`config.mk`:
```
export PLATFORM = sky130hd
export DESIGN_NAME = sender_tx_queue
export DESIGN_NICKNAME = d
export VERILOG_FILES = /design/src/rtl/sender_tx_queue.sv
export SDC_FILE = /design/constraint.sdc
export NUM_CORES = 1
export LEC_CHECK = 0
export BUFFER_PORTS_ARGS = -buffer_cell sky130_fd_sc_hd__buf_2
export CAP_MARGIN = 20
export CORE_ASPECT_RATIO = 1.2
export CORE_MARGIN = 2
export CORE_UTILIZATION = 25
export DETAILED_ROUTE_END_ITERATION = 8
export HOLD_SLACK_MARGIN = 0.12
export PLACE_DENSITY = 0.51
export REMOVE_ABC_BUFFERS = 1
export SLEW_MARGIN = 0
export SYNTH_ARGS = -nofsm -noshare
export SYNTH_HDL_FRONTEND = slang
export SYNTH_SLANG_ARGS = --single-unit
```
`constraint.sdc`:
```
create_clock -name clk_s -period 7.2 [get_ports clk_s]
set_clock_uncertainty 0.05 [all_clocks]
set_input_delay 1.8 -clock clk_s [delete_from_list [all_inputs] [get_ports clk_s]]
set_output_delay 1.8 -clock clk_s [all_outputs]
set_load 0.1 [all_outputs]
```
`src/rtl/sender_tx_queue.sv`:
```
// Transmit byte queue feeding the CDC sender in the clk_s domain.
// A FIFO of DEPTH bytes is drained one transfer at a time, gated by the sender's idle flag.
module sender_tx_queue #(
   parameter int DEPTH   = 8,
   parameter int AW      = 3,
   parameter int BUSY_TO = 4
) (
   input  logic          clk_s,
   input  logic          reset_s,
   input  logic [7:0]    in_data,
   input  logic          in_valid,
   output logic          in_ready,
   output logic          snd_start,
   output logic [7:0]    snd_data,
   input  logic          snd_ready,
   output logic [AW:0]   level,
   output logic          empty,
   output logic          full,
   output logic          busy,
   output logic [15:0]   xfer_count,
   output logic          to_err
);

   localparam int          LW     = AW + 1;
   localparam logic [3:0]  TO_MAX = 4'(BUSY_TO);

   typedef enum logic [1:0] {
      S_IDLE,
      S_LAUNCH,
      S_WAIT_BUSY,
      S_WAIT_DONE
   } state_t;

   state_t         state_q, state_d;
   logic [7:0]     mem_q [DEPTH];
   logic [AW-1:0]  wr_ptr_q, wr_ptr_d;
   logic [AW-1:0]  rd_ptr_q, rd_ptr_d;
   logic [LW-1:0]  level_q, level_d;
   logic [7:0]     data_q, data_d;
   logic [3:0]     cnt_q, cnt_d;
   logic [15:0]    xfer_q, xfer_d;
   logic           to_err_q, to_err_d;
   logic           push, pop, load;

   assign empty      = (level_q == '0);
   assign full       = (level_q == LW'(DEPTH));
   assign in_ready   = ~full;
   assign level      = level_q;
   assign busy       = (state_q != S_IDLE);
   assign snd_start  = (state_q == S_LAUNCH);
   assign snd_data   = data_q;
   assign xfer_count = xfer_q;
   assign to_err     = to_err_q;

   // A full queue refuses the push even if this edge also pops.
   assign push = in_valid & ~full;

   always_comb begin
      state_d  = state_q;
      cnt_d    = cnt_q;
      to_err_d = to_err_q;
      load     = 1'b0;
      pop      = 1'b0;
      unique case (state_q)
         S_IDLE: begin
            if (!empty && snd_ready) begin
               load    = 1'b1;
               state_d = S_LAUNCH;
            end
         end
         S_LAUNCH: begin
            cnt_d   = '0;
            state_d = S_WAIT_BUSY;
         end
         S_WAIT_BUSY: begin
            if (!snd_ready) begin
               state_d = S_WAIT_DONE;
            end else begin
               cnt_d = cnt_q + 4'd1;
               // Sender never went busy: retry the same byte.
               if (cnt_d == TO_MAX) begin
                  to_err_d = 1'b1;
                  state_d  = S_IDLE;
               end
            end
         end
         S_WAIT_DONE: begin
            if (snd_ready) begin
               pop     = 1'b1;
               state_d = S_IDLE;
            end
         end
         default: state_d = S_IDLE;
      endcase
   end

   always_comb begin
      wr_ptr_d = wr_ptr_q;
      rd_ptr_d = rd_ptr_q;
      level_d  = level_q;
      data_d   = data_q;
      xfer_d   = xfer_q;
      if (push) wr_ptr_d = wr_ptr_q + AW'(1);
      if (pop) begin
         rd_ptr_d = rd_ptr_q + AW'(1);
         xfer_d   = xfer_q + 16'd1;
      end
      unique case ({push, pop})
         2'b10:   level_d = level_q + LW'(1);
         2'b01:   level_d = level_q - LW'(1);
         default: level_d = level_q;
      endcase
      if (load) data_d = mem_q[rd_ptr_q];
   end

   always_ff @(posedge clk_s or negedge reset_s) begin
      if (!reset_s) begin
         state_q  <= S_IDLE;
         wr_ptr_q <= '0;
         rd_ptr_q <= '0;
         level_q  <= '0;
         data_q   <= '0;
         cnt_q    <= '0;
         xfer_q   <= '0;
         to_err_q <= 1'b0;
      end else begin
         state_q  <= state_d;
         wr_ptr_q <= wr_ptr_d;
         rd_ptr_q <= rd_ptr_d;
         level_q  <= level_d;
         data_q   <= data_d;
         cnt_q    <= cnt_d;
         xfer_q   <= xfer_d;
         to_err_q <= to_err_d;
      end
   end

   always_ff @(posedge clk_s) begin
      if (push) mem_q[wr_ptr_q] <= in_data;
   end

endmodule

```
* Word level (Yosys, flattened, before mapping)
Memory sizes are Yosys's and may differ from the RTL's. A register that Yosys moved wholly into a read port is not among the register bits. Cells that the tools add are included.
Storage, ports and cells: register bits 33, word-level logic and storage cells 52, memory bits (writable) 64, input port bits 12, memories kept 1, output and inout bits 34
Cells by class: bitwise gates (word level) 2, add/sub/neg operators 6, equality and inequality tests 11, reduce and logical (&&, ||, !) cells 11, muxes and demuxes 14
Memory list:
- mem_q | words 8, bits a word 8, rd ports 1, clocked after Yosys merged registers in 1, wr ports 1, line 35 | logic [7:0] mem_q [DEPTH];
Operators by type and width (count):
- adder 16 x 1 -> 16 bit (second input constant) | 1
- case mux 4 bit (2 select lines) | 2
- adder 4 x 1 -> 4 bit (second input constant) | 2
- 2-to-1 mux 2 bit | 4
- case mux 2 bit (4 select lines) | 1
- adder 3 x 1 -> 3 bit (second input constant) | 2
- equality test 2 bit (second input constant) | 3
- 2-to-1 mux 1 bit | 6
- inequality test 2 bit (second input constant) | 3
- AND reduction 3 bit | 2
- nonzero test 2 bit | 3
- equality test 2 x 1 -> 1 bit (second input constant) | 2
- equality test 4 x 3 -> 1 bit (second input constant) | 1
- equality test 4 bit (second input constant) | 1
- logical NOT 4 bit | 1
- 2-to-1 mux 4 bit | 1
- subtractor 4 x 1 -> 4 bit (second input constant) | 1
- inequality test 3 bit (second input constant) | 1
- logical NOT 1 bit | 2
- logical NOT 2 bit | 1
- AND reduction 2 bit | 1
- AND 1 bit | 1
- logical AND 1 bit | 1
- inverter 1 bit | 1

* Longest topological paths before layout
depth after elaboration 5, depth in mapped cells 11, gate-level depth less buffers 10

* Least setup slack after synthesis
OpenSTA, ideal clock, no wires.
path type register -> output, start point register level_q[1] (netlist: level[1]), end point output port empty, stages on the path, launching flop included 3, arrival 2.781 ns, path slack 2.569 ns, data required time 5.350 ns, buffers on the path 1, path through dfrtp_1 > buf_6 > nor4_2
On the way: word-level cells in the longest chain between the ends 1
RTL lines:
- start, declared | line 38 | logic [LW-1:0] level_q, level_d;
- start signal, assigned | line 130 | level_q <= level_d;
- logical NOT 4 bit | line 45 | assign empty = (level_q == '0);
- end, declared | line 17 | output logic empty,
No other way between the ends.

* Worst setup path after layout
start point register level_q[0] (netlist: level[0]), end point output port full
On the way: word-level cells in the longest chain between the ends 1
RTL lines:
- equality test 4 bit | line 46 | assign full = (level_q == LW'(DEPTH));
- end, declared | line 18 | output logic full,
No other way between the ends.

==> out/results.ini <==
[setup_path]
critPathKind=flop to primary output
critPathCapture=full
reg2reg_to=level[2]
crit_arrival_ps=1880
crit_start=level[0]
cp_max_fo=7
cp-end-kind=primary output
r2r_setup_slack_ps=4610
worstPathRequired_ps=5350
ff2ff_path_depth=10
r2r_start=level[0]
start_kind=flop

[cts]
cts_resized=0
cts_setup_buffers=0
worstSkewPairLatency_ps=350
cts_buffer_depth=2
clk_pin_slew_ps=70
clock-root-buffer=clkbuf_16
cts_tree=yes
cts_hold_buf=0
cts_num_sinks=105
htreeDepth=3
numCtsBuffers=9

[flow_run]
drv_cap=0

[final_layout]
area_delta_synth_final_pct=17.1
drive_above_1_share_pct=27.8
n_fill_cell=1749
layout.nets=353
final_area_um2=5190

[global_route]
grt_usage_pct=9.74
grt_pass1_vias=2564
antenna_found_initial=1
grt_max_degree=42
gr-total-overflow=0
grt_pass1_wl_mm=13.8

[power_and_ir_drop]
p_comb_share_pct=38.1
p_sw_uw=996
swShare_pct=43.5
power_frac_clock_pct=21.7
vdd_drop_max_v=0.000153
internal-power_mw=1.30
p_leak_nw=2.01
sequentialPowerShare_pct=40.2
power.density_nw_per_um2=442

[placement]
gp_congestion=0.694
dpl-instance-area_um2=4860
io_buffers=45
dp_hpwl_mm=5.72

[floorplanning]
die_area_um2=18800
die-height_um=150
io_pins=46
fp.dieW_um=126
num_rows=53
initial_core_util_pct=25.4
core_area_um2=17400

[yosys]
synth-edff-count=64
synth_top_area_share_pct=43.4
syn-cell-area_um2=4430
synth.distinct_cells=49
synthFlopType=edfxtp_1
async_flop_share_pct=39.0
synthCells=287
synth.avg_cell_area_um2=15.4
synth_top_area_cell=edfxtp_1
ys_warn_count=0
ys_ff_latch=105
yosysSeqAreaShare_pct=66.5
synth_area_leaders=edfxtp_1, dfrtp_1, mux4_2

[detailed_routing]
viasPerCell=4.43
routed_wl_mm=8.73
drt_iter0_drc=96
drc=0
firstDrtPassIters=4
final_antenna_net_count=0
dr_total_vias=2476
wl_per_cell_um=15.6

[sta]
slew_viol_final=0
min_period_ps=3730
fmax_ghz=0.268
rsz0062_at_grt=false
relSlewSlack_pct=35.0
worst_pin_slew_ps=972
setup_viol=0
fin_crit_sh_pct=51.8
fin_tns_setup_ps=0
hold_violations=0

[hold_path]
hp-class=flop to flop

[status]
outcome=finished clean

## how the worst min path moves through the flow
stage | startpoint | endpoint | slack [ps] | cells past startpoint
finish | to_err | to_err | 410 | 1
global route | to_err | to_err | 450 | 1
CTS | to_err | to_err | 420 | 1
detailed placement | to_err | to_err | 400 | 1
global placement | to_err | to_err | 400 | 1
floorplan | wr_ptr_q[0] | wr_ptr_q[0] | 450 | 2
## cell usage after synthesis (all sizes together) (5+ instances only)
cell / n
edfxtp: 64
dfrtp: 41
nand2: 32
xnor2: 17
mux4: 16
o21ai: 14
buf: 10
mux2i: 9
nor2: 9
ha: 8
nand3: 8
nand4: 6
nor2b: 6
xor2: 6
nand2b: 5
## critical path, stage by stage (launching register included)
cell	delay (ps)
dfrtp_1	470
or4b_4	590
inv_1	60
buf_2	410
## cells in the final DEF (no fill, tap or decap), drive strengths merged, types with 2 or more instances in the layout
cell type,n
a21oi,2
a31oi,2
and3,3
and4,2
buf,47
clkbuf,10
clkinv,3
dfrtp,41
edfxtp,64
ha,8
inv,6
mux2,2
mux2i,9
mux4,16
nand2,32
nand2b,5
nand3,8
nand4,6
nor2,9
nor2b,6
nor3,4
o21ai,14
xnor2,17
xor2,6
## sequential cells by signal, summed over array words and instances (netlist names)
name        count
mem_q          64
rd_ptr_q        3
xfer_count     16
state_q         2
to_err          1
cnt_q           4
wr_ptr_q        3
level           4
snd_data        8
## power groups by stage
stage / Sequential (mW) / Clock (mW) / Combinational (mW)
floorplan: 1.24 / 0 / 0.370
global placement: 0.932 / 0 / 0.872
detailed placement: 0.937 / 0 / 0.884
CTS: 0.926 / 0.516 / 0.884
global route: 0.945 / 0.535 / 0.931
finish: 0.922 / 0.497 / 0.872
## per-layer routing
layer / wire [µm] / GRT usage, %
met5: 0 / 0
met4: 155 / 3.28
met3: 334 / 3.72
met2: 4450 / 16.4
met1: 3790 / 11.4
## metrics by stage
step           cells  hold WS (ps)  setup slack (ps)  total power, mW  util, %
6_report         559           413              3470             2.29     29.8
5_1_grt          559           450              3390             2.41     29.8
3_3_place_gp     541           404              3440             1.80     27.9
2_1_floorplan    275           451              2650             1.61        -
3_5_place_dp     541           401              3340             1.82     27.9
4_1_cts          557           418              3450             2.33     29.6
## cell type report
type	count	area [µm²]	area share, %
clock buffers	10	229	4.41
repair buffers	47	253	4.87
well taps	220	275	5.31
diodes	1	2.50	0.0482
multi-input cells	166	1390	26.8
flip-flops and latches	105	2950	56.8
clock inverters	6	72.6	1.40
inverters	4	16.3	0.313
## cell families (layout without fill, tap and decap cells)
logic type | Yosys count | after routing | synth area share [%]
AO/OA/AOI/OAI | 24 | 24 | 3.13
XOR/XNOR | 23 | 23 | 4.55
adder cells (fa/ha/maj) | 8 | 8 | 2.26
buffers and inverters | 16 | 67 | 2.29
flip-flops | 105 | 105 | 66.5
multiplexers | 27 | 27 | 10.7
other | 0 | 1 | 0
AND/OR/NAND/NOR | 84 | 84 | 10.6
No activity file was read; power rests on OpenSTA's default activity.
